===== src/rtl/urd_rx_fd_job_queue_if.sv =====
// Port bundle for the URD RX frame-descriptor job queue.
// The slave side is the queue; the master side is the controller plus the FD engine.
interface urd_rx_fd_job_queue_if #(
    parameter int DEPTH = 4,
    parameter int JOB_W = 64,
    parameter int ERR_W = 8
);
    localparam int CNT_W = $clog2(DEPTH + 1);

    logic             rsv;
    logic             wr_job;
    logic             wr_err_job;
    logic [JOB_W-1:0] wr_data;
    logic [ERR_W-1:0] wr_err_id;
    logic             slot_available;
    logic             slot_available_early;
    logic             jq_valid;
    logic             jq_ready;
    logic [JOB_W-1:0] jq_data;
    logic             jq_err;
    logic [ERR_W-1:0] jq_err_id;
    logic [CNT_W-1:0] count;
    logic             overflow;
    logic             rsv_err;
    logic [15:0]      err_job_cnt;

    modport master (
        output rsv, wr_job, wr_err_job, wr_data, wr_err_id, jq_ready,
        input  slot_available, slot_available_early, jq_valid, jq_data, jq_err,
               jq_err_id, count, overflow, rsv_err, err_job_cnt
    );

    modport slave (
        input  rsv, wr_job, wr_err_job, wr_data, wr_err_id, jq_ready,
        output slot_available, slot_available_early, jq_valid, jq_data, jq_err,
               jq_err_id, count, overflow, rsv_err, err_job_cnt
    );
endinterface


===== src/rtl/urd_rx_fd_job_queue.sv =====
// FD job queue: first-word-fall-through FIFO with slot reservations for the frame-decode controller.
// Optional error-job counter enabled by defining URD_RX_FDJQ_ERR_CNT_EN.
module urd_rx_fd_job_queue #(
    parameter int DEPTH = 4,
    parameter int JOB_W = 64,
    parameter int ERR_W = 8
) (
    input logic                  clk,
    input logic                  rst_n,
    urd_rx_fd_job_queue_if.slave io
);
    localparam int CNT_W = $clog2(DEPTH + 1);
    localparam int PTR_W = $clog2(DEPTH);
    localparam logic [CNT_W:0]   DEPTH_S  = (CNT_W + 1)'(DEPTH);
    localparam logic [PTR_W-1:0] LAST_PTR = PTR_W'(DEPTH - 1);

    typedef struct packed {
        logic             err;
        logic [ERR_W-1:0] err_id;
        logic [JOB_W-1:0] data;
    } entry_t;

    entry_t           mem_q [DEPTH];
    entry_t           mem_d [DEPTH];
    logic [PTR_W-1:0] rd_ptr_q, rd_ptr_d, wr_ptr_q, wr_ptr_d;
    logic [CNT_W-1:0] count_q, count_d, resv_q, resv_d, resv_mid;
    logic             overflow_q, overflow_d, rsv_err_q, rsv_err_d;
    logic             jq_valid, pop, wr, wr_acc, is_err;

    function automatic logic [PTR_W-1:0] ptr_inc(input logic [PTR_W-1:0] p);
        return (p == LAST_PTR) ? '0 : p + 1'b1;
    endfunction

    assign jq_valid = (count_q != '0);
    assign pop      = jq_valid & io.jq_ready;
    assign wr       = io.wr_job | io.wr_err_job;
    assign is_err   = io.wr_err_job;

    always_comb begin
        mem_d      = mem_q;
        rd_ptr_d   = rd_ptr_q;
        wr_ptr_d   = wr_ptr_q;
        overflow_d = overflow_q;
        rsv_err_d  = rsv_err_q;
        resv_mid   = resv_q;
        wr_acc     = 1'b0;
        // A write spends an existing reservation before any new one is judged.
        if (wr) begin
            if (resv_q != '0) begin
                wr_acc   = 1'b1;
                resv_mid = resv_q - 1'b1;
            end else if (({1'b0, count_q} < DEPTH_S) || pop) begin
                wr_acc = 1'b1;
            end else begin
                overflow_d = 1'b1;
            end
        end
        count_d = count_q + CNT_W'(wr_acc) - CNT_W'(pop);
        resv_d  = resv_mid;
        if (io.rsv) begin
            if (({1'b0, count_d} + {1'b0, resv_mid}) < DEPTH_S) resv_d = resv_mid + 1'b1;
            else                                                 rsv_err_d = 1'b1;
        end
        // When full, wr_ptr == rd_ptr: a same-cycle push overwrites the entry being popped.
        if (wr_acc) begin
            mem_d[wr_ptr_q] = '{err: is_err, err_id: (is_err ? io.wr_err_id : '0), data: io.wr_data};
            wr_ptr_d        = ptr_inc(wr_ptr_q);
        end
        if (pop) rd_ptr_d = ptr_inc(rd_ptr_q);
    end

    always_ff @(posedge clk or negedge rst_n) begin
        if (!rst_n) begin
            for (int i = 0; i < DEPTH; i++) mem_q[i] <= '0;
            rd_ptr_q   <= '0;
            wr_ptr_q   <= '0;
            count_q    <= '0;
            resv_q     <= '0;
            overflow_q <= 1'b0;
            rsv_err_q  <= 1'b0;
        end else begin
            mem_q      <= mem_d;
            rd_ptr_q   <= rd_ptr_d;
            wr_ptr_q   <= wr_ptr_d;
            count_q    <= count_d;
            resv_q     <= resv_d;
            overflow_q <= overflow_d;
            rsv_err_q  <= rsv_err_d;
        end
    end

`ifdef URD_RX_FDJQ_ERR_CNT_EN
    logic [15:0] err_cnt_q, err_cnt_d;

    always_comb begin
        err_cnt_d = err_cnt_q;
        if (wr_acc && is_err && (err_cnt_q != 16'hFFFF)) err_cnt_d = err_cnt_q + 16'd1;
    end

    always_ff @(posedge clk or negedge rst_n) begin
        if (!rst_n) err_cnt_q <= '0;
        else        err_cnt_q <= err_cnt_d;
    end

    assign io.err_job_cnt = err_cnt_q;
`else
    assign io.err_job_cnt = 16'd0;
`endif

    assign io.slot_available       = ({1'b0, count_q} + {1'b0, resv_q}) < DEPTH_S;
    assign io.slot_available_early = io.slot_available | pop;
    assign io.jq_valid             = jq_valid;
    assign io.jq_data              = mem_q[rd_ptr_q].data;
    assign io.jq_err               = mem_q[rd_ptr_q].err;
    assign io.jq_err_id            = mem_q[rd_ptr_q].err_id;
    assign io.count                = count_q;
    assign io.overflow             = overflow_q;
    assign io.rsv_err              = rsv_err_q;
endmodule

===== src/flat_wrapper.sv =====
// flat-port wrapper written by rule: the top's interface ports become plain ports
module urd_rx_fd_job_queue_flat 
#(
    parameter int DEPTH = 4,
    parameter int JOB_W = 64,
    parameter int ERR_W = 8
)
  (clk, rst_n, io_rsv, io_wr_job, io_wr_err_job, io_wr_data, io_wr_err_id, io_jq_ready, io_slot_available, io_slot_available_early, io_jq_valid, io_jq_data, io_jq_err, io_jq_err_id, io_count, io_overflow, io_rsv_err, io_err_job_cnt);
  urd_rx_fd_job_queue_if #(.DEPTH(DEPTH), .JOB_W(JOB_W), .ERR_W(ERR_W)) io_i ();
  input logic clk;
  input logic rst_n;
  input wire logic [$bits(io_i.rsv)-1:0] io_rsv;
  input wire logic [$bits(io_i.wr_job)-1:0] io_wr_job;
  input wire logic [$bits(io_i.wr_err_job)-1:0] io_wr_err_job;
  input wire logic [$bits(io_i.wr_data)-1:0] io_wr_data;
  input wire logic [$bits(io_i.wr_err_id)-1:0] io_wr_err_id;
  input wire logic [$bits(io_i.jq_ready)-1:0] io_jq_ready;
  output wire logic [$bits(io_i.slot_available)-1:0] io_slot_available;
  output wire logic [$bits(io_i.slot_available_early)-1:0] io_slot_available_early;
  output wire logic [$bits(io_i.jq_valid)-1:0] io_jq_valid;
  output wire logic [$bits(io_i.jq_data)-1:0] io_jq_data;
  output wire logic [$bits(io_i.jq_err)-1:0] io_jq_err;
  output wire logic [$bits(io_i.jq_err_id)-1:0] io_jq_err_id;
  output wire logic [$bits(io_i.count)-1:0] io_count;
  output wire logic [$bits(io_i.overflow)-1:0] io_overflow;
  output wire logic [$bits(io_i.rsv_err)-1:0] io_rsv_err;
  output wire logic [$bits(io_i.err_job_cnt)-1:0] io_err_job_cnt;
  assign io_i.rsv = io_rsv;
  assign io_i.wr_job = io_wr_job;
  assign io_i.wr_err_job = io_wr_err_job;
  assign io_i.wr_data = io_wr_data;
  assign io_i.wr_err_id = io_wr_err_id;
  assign io_i.jq_ready = io_jq_ready;
  assign io_slot_available = io_i.slot_available;
  assign io_slot_available_early = io_i.slot_available_early;
  assign io_jq_valid = io_i.jq_valid;
  assign io_jq_data = io_i.jq_data;
  assign io_jq_err = io_i.jq_err;
  assign io_jq_err_id = io_i.jq_err_id;
  assign io_count = io_i.count;
  assign io_overflow = io_i.overflow;
  assign io_rsv_err = io_i.rsv_err;
  assign io_err_job_cnt = io_i.err_job_cnt;
  urd_rx_fd_job_queue #(.DEPTH(DEPTH), .JOB_W(JOB_W), .ERR_W(ERR_W)) u_core (.clk(clk), .rst_n(rst_n), .io(io_i));
endmodule

===== config.mk =====
export PLATFORM = sky130hd
export DESIGN_NAME = urd_rx_fd_job_queue_flat
export DESIGN_NICKNAME = d
export VERILOG_FILES = /design/src/rtl/urd_rx_fd_job_queue_if.sv /design/src/rtl/urd_rx_fd_job_queue.sv /design/src/flat_wrapper.sv
export SDC_FILE = /design/constraint.sdc
export NUM_CORES = 1
export LEC_CHECK = 0
export CAP_MARGIN = 20
export CORE_UTILIZATION = 47
export CTS_BUF_LIST = sky130_fd_sc_hd__clkbuf_16
export CTS_CLUSTER_DIAMETER = 100
export CTS_CLUSTER_SIZE = 25
export DETAILED_ROUTE_END_ITERATION = 10
export PLACE_DENSITY_LB_ADDON = 0.05
export SYNTH_ARGS = -nofsm -noshare
export SYNTH_HDL_FRONTEND = slang
export SYNTH_SLANG_ARGS = --single-unit

===== constraint.sdc =====
create_clock -name clk -period 6 [get_ports clk]
set_input_delay 1.2 -clock clk [delete_from_list [all_inputs] [get_ports clk]]
set_output_delay 1.2 -clock clk [all_outputs]
set_load 0.03 [all_outputs]

-- Yosys cells after proc, flatten, opt, wreduce, memory -nomap -nowiden
Index checks and enable logic that the tools add are counted.
- bits in registers: 304
- output and inout port bits: 97
- bits of input ports: 78
- logic and storage cells: 64
- add/sub/neg operators: 8
- equal/unequal tests: 2
- reductions and logical operators: 6
- $lt $le $gt $ge: 6
- mux-type cells: 16
- bitwise operators: 8
- operators by type and width (cell ; count):
    292-bit bitwise mux ; 1
    73-bit 2-to-1 mux ; 3
    73-bit binary-select mux with 2-bit select ; 1
    73-bit demux with 2-bit select ; 1
    3-bit 2-to-1 mux ; 4
    3-bit by 3-bit adder with 4-bit output ; 2
    4-bit by 3-bit less-than comparator with 1-bit output (second input constant) ; 2
    8-bit 2-to-1 mux ; 1
    3-bit greater-or-equal comparator (second input constant) ; 2
    2-bit NOT with 3-bit output ; 2
    3-bit nonzero test ; 2
    2-bit by 1-bit adder with 2-bit output (second input constant) ; 2
    2-bit == test (second input constant) ; 2
    2-bit 2-to-1 mux ; 2
    3-bit by 1-bit adder with 3-bit output ; 1
    3-bit by 1-bit adder with 3-bit output (second input constant) ; 1
    3-bit by 1-bit less-than comparator with 1-bit output (second input constant) ; 1
    3-bit less-than comparator (second input constant) ; 1
    1-bit 2-to-1 mux ; 3
    1-bit NOT ; 3
    3-bit AND reduction ; 1
    3-bit by 1-bit subtractor with 3-bit output ; 1
    3-bit by 1-bit subtractor with 3-bit output (second input constant) ; 1
    1-bit OR ; 2
    other kinds (4) ; 4

-- Logic depth before layout (Yosys ltp)
- word-level depth: 12
- mapped depth: 13
- gate-level depth less buffers: 12

-- Worst setup path after synthesis
No wires, ideal clock.
- kind: input port to flip-flop
- from: input io_jq_ready
- to: register u_core.resv_q[1]
- path slack: 2.468 ns
- setup time: 0.125 ns
- arrival time: 3.407 ns
- cell stages on the path: 11
- path buffers: 0
- data required time: 5.875 ns
- cell sequence: nand2_1 > inv_1 > ha_1 > inv_1 > ha_1 > fa_1 > xnor2_1 > ha_1 > nor3_1 > o211a_1 > mux2_4
- cells in the longest elaborated chain, start to end: 11
- RTL lines (element ; RTL line ; text):
    start: declaration ; flat_wrapper.sv:17 ; input wire logic [$bits(io_i.jq_ready)-1:0] io_jq_ready;
    1-bit bitwise AND * ; urd_rx_fd_job_queue.sv:35 ; assign pop = jq_valid & io.jq_ready;
    named net u_core.pop ; urd_rx_fd_job_queue.sv:28 ; logic jq_valid, pop, wr, wr_acc, is_err;
    1-bit logical OR ; urd_rx_fd_job_queue.sv:52 ; end else if (({1'b0, count_q} < DEPTH_S) || pop) begin
    1-bit 2-to-1 mux ; urd_rx_fd_job_queue.sv:52 ;
    1-bit 2-to-1 mux ; urd_rx_fd_job_queue.sv:49 ; if (resv_q != '0) begin
    1-bit 2-to-1 mux ; urd_rx_fd_job_queue.sv:48 ; if (wr) begin
    3-bit by 1-bit adder with 3-bit output ; urd_rx_fd_job_queue.sv:58 ; count_d = count_q + CNT_W'(wr_acc) - CNT_W'(pop);
    3-bit by 1-bit subtractor with 3-bit output * ; urd_rx_fd_job_queue.sv:58 ;
    named net u_core.count_d[2] ; urd_rx_fd_job_queue.sv:26 ; logic [CNT_W-1:0] count_q, count_d, resv_q, resv_d, resv_mid;
    3-bit by 3-bit adder with 4-bit output * ; urd_rx_fd_job_queue.sv:61 ; if (({1'b0, count_d} + {1'b0, resv_mid}) < DEPTH_S) resv_d = resv_mid + 1'b1;
    4-bit by 3-bit less-than comparator with 1-bit output * ; urd_rx_fd_job_queue.sv:61 ;
    3-bit 2-to-1 mux * ; urd_rx_fd_job_queue.sv:61 ;
    3-bit 2-to-1 mux * ; urd_rx_fd_job_queue.sv:60 ; if (io.rsv) begin
    named net u_core.resv_d[1] ; urd_rx_fd_job_queue.sv:26 ;
    end signal: assignment ; urd_rx_fd_job_queue.sv:86 ; resv_q <= resv_d;
    end: declaration ; urd_rx_fd_job_queue.sv:26 ;
The timed path passes the listed nets; every way through them passes the cells marked *.
A chain may end at the register's enable or synchronous reset.

-- Final worst setup path
- from: register u_core.rd_ptr_q[1]
- to: output io_jq_data[31]
- cells in the longest elaborated chain, start to end: 4
- RTL lines (element ; RTL line ; text):
    start: declaration ; urd_rx_fd_job_queue.sv:25 ; logic [PTR_W-1:0] rd_ptr_q, rd_ptr_d, wr_ptr_q, wr_ptr_d;
    start signal: assignment ; urd_rx_fd_job_queue.sv:83 ; rd_ptr_q <= rd_ptr_d;
    2-bit NOT with 3-bit output (implied by the code) ; urd_rx_fd_job_queue.sv:113 ; assign io.jq_data = mem_q[rd_ptr_q].data;
    73-bit binary-select mux with 2-bit select ; urd_rx_fd_job_queue.sv:113 ;
    73-bit 2-to-1 mux (implied by the code) (2 in a row) ; urd_rx_fd_job_queue.sv:113 ;
    end: declaration ; flat_wrapper.sv:21 ; output wire logic [$bits(io_i.jq_data)-1:0] io_jq_data;
Every way passes these cells. The select of a mux whose other input is x is not followed.

==> qor.txt <==
Outcome: finished clean
Routed Wire Length: 30740 um
Most common cell after layout, fill and taps aside: dfrtp_1
Synthesized area per cell: 18.62 um2
Postcts setup bufs: 0
Initial antenna violation count: 2
DR pass1 iterations: 6
Core ar.: 0.03147 mm2
CTS tree: built
Worst-case clock buffer depth: 3
Final setup vio count: 0
Slew headroom: 34.07%
GPL Wtd Cong: 0.7791
Rows: 65
FILL cells: 2459
EDFF count, synth: 0
Synth Cell Area: 0.01501 mm2
Gr ovfl total: 0
Pin count of the biggest net entering global routing: 148
Crit-path max cell delay: 1.09 ns
Maximum clock frequency: 230.9 MHz
Maximum vdd drop: 0.4862 mV
Mux share of post-synthesis cell area: 40.12%
Nature of the critical path endpoint: output pin
Setup CP Type: reg2out
Total power: 11.39 mW
Antenna-violating nets left: 0
Total CTS buffers: 16
Tightest Pin Transition: 0.9890 ns
Post-synthesis simple-gate area fraction: 1.317%
Share of cells above drive strength 1: 42.93%
Die X: 180.7 um
Share of flip-flops with an asynchronous set or reset: 100.0%
R2R Setup Slk: 2.55 ns
Warnings from Yosys: 0
H-tree lvl count: 1
Cells after synthesis: 806
Io pins: 175
Initial DRC count: 433
Seq cells post-synth: 304
Seq/Total Area, Yosys: 50.70%
Critical path cell sequence: buf_4 -> mux4_2 -> clkdlybuf4s50_1
Area grow syn2layout: 12.57%
Critical Path AT: 3.13 ns
Synth Area in Compound Gates: 0.6004%
Gates resized, CTS repair: 0
Layout Nets: 1033
Worst skew pair latency: 0.51 ns
RSZ-0062 raised after global routing: false
Total Routing Usage GR: 19.62%
Adder-Cell Fraction of Synth Area: 1.384%
TNS Setup: 0 ns
Final Skew: 0.03102 ns
Root Driver: clkbuf_16
Vias in the first global route: 8496
Combinational family with the most area after synthesis: multiplexers
Initial core utilization: 47.68%
Final Max Slew Viols: 0
Most used DFF post-synth: dfrtp_1
Crit share post-route: 72.18%
Via Count: 7296
Critical path fanouts, max: 56
Number of buffers added on ports: 158
Tmin final: 4.331 ns
Hold crit path type: reg2reg
Clock sink total: 304
Die area: 0.03265 mm2
Worst setup SP type: register
Slowest CP cell: dfrtp_4
Die height: 180.7 um
Max Cap Violations: 0
Pwr Density: 674.1 mW/mm2
Xor and xnor fraction of the mapped netlist area: 0.3419%
Cts-stage hold buffer count: 0
Global-route wire length before repair: 50330 um
DR WL/cell: 22.87 um
DRC: 0
Most frequent cells in the layout: dfrtp_1 (302), mux2_4 (281), clkdlybuf4s50_1 (157)
Leakage: 7.943 nW
Distinct cells, synth: 33
DP HPWL: 17590 um
Crit path required time: 4.80 ns
Worst-path clk slew: 0.10 ns
Via density: 5.429
Hold Vio Cnt, Final: 0
## metal layers
| layer | part of all wire [%] | up-vias | global-route usage (%) |
|---|---|---|---|
| met1 | 45 | 3947 | 26.81 |
| met5 | 0.042 | - | 0 |
| met4 | 1.8 | 2 | 4.479 |
| li1 | - | 3166 | - |
| met3 | 4.2 | 30 | 3.436 |
| met2 | 49 | 151 | 32.69 |
## critical path: cells and delay by family, from the launching register on
family | cells | cell delay (ns)
buffers and inverters | 2 | 1.10
flip-flops | 1 | 1.09
multiplexers | 1 | 0.40
## cell type report
class                   instances  area (um2)  share of cell area [%]
multi-input cells             442        6628                   39.23
repair buffers                162        1642                   9.718
flip-flops and latches        304        7615                   45.08
well taps                     402       503.0                   2.978
clock inverters                 3       28.78                  0.1704
clock buffers                  17       425.4                   2.518
diodes                          1       2.502                 0.01481
inverters                      13       48.80                  0.2889
## state kept, by name, indices dropped and copies added, names as in the netlist
register,flops
u_core.rd_ptr_q,2
u_core.io.count,3
u_core.wr_ptr_q,2
u_core.io.overflow,1
u_core.resv_q,3
u_core.io.rsv_err,1
u_core.mem_q,292
## power by group
group	switching (mW)	internal (mW)
Combinational	2.71	3.64
Sequential	0.751	3.09
Clock	0.674	0.519
## worst paths after layout
| kind | end | startpoint | cells past startpoint |
|---|---|---|---|
| worst min register to register | u_core.io.rsv_err | u_core.io.rsv_err | 1 |
| worst max register to register | u_core.resv_q[1] | u_core.io.count[2] | 12 |
| worst min-delay path | u_core.io.rsv_err | u_core.io.rsv_err | 1 |
| max in group asynchronous | u_core.rd_ptr_q[0] | rst_n | 2 |
| min in group asynchronous | u_core.mem_q[233] | rst_n | 1 |
| worst max-delay path | io_jq_data[31] | u_core.rd_ptr_q[1] | 3 |
## cell usage after synthesis (2+ instances only)
cell | instances | share of area (%)
and2_1 | 6 | 0.25
and2_2 | 2 | 0.10
clkbuf_1 | 4 | 0.10
nand2_1 | 6 | 0.15
ha_1 | 15 | 1.3
mux2_2 | 14 | 1.1
nand2_8 | 4 | 0.53
o21ai_0 | 4 | 0.13
mux2_4 | 281 | 28
buf_2 | 8 | 0.27
inv_1 | 13 | 0.33
xnor2_1 | 3 | 0.18
buf_1 | 4 | 0.10
buf_12 | 29 | 3.9
nor3_1 | 2 | 0.067
a21o_1 | 2 | 0.10
buf_4 | 17 | 0.85
nor2_1 | 2 | 0.050
dfrtp_1 | 304 | 51
mux4_2 | 73 | 11
## stage by stage
stage,instance area [um2],hold WS [ns],instances,worst slack (ns),util [%]
5_1_grt,16890,0.4890,1344,1.516,53.67
6_report,16890,0.4653,1344,1.669,53.67
4_1_cts,16890,0.4740,1343,1.620,53.66
2_1_floorplan,15060,0.4738,821,2.468,-
3_5_place_dp,16440,0.4492,1323,1.489,52.22
3_3_place_gp,16440,0.4465,1323,1.587,52.22
## kinds of logic after synthesis
group	Yosys count
AND/OR/NAND/NOR	26
multiplexers	368
buffers and inverters	75
AO/OA/AOI/OAI	11
XOR/XNOR	5
adder cells (fa/ha/maj)	16
other	1
flip-flops	304
Power figures use the tool's default switching activity.
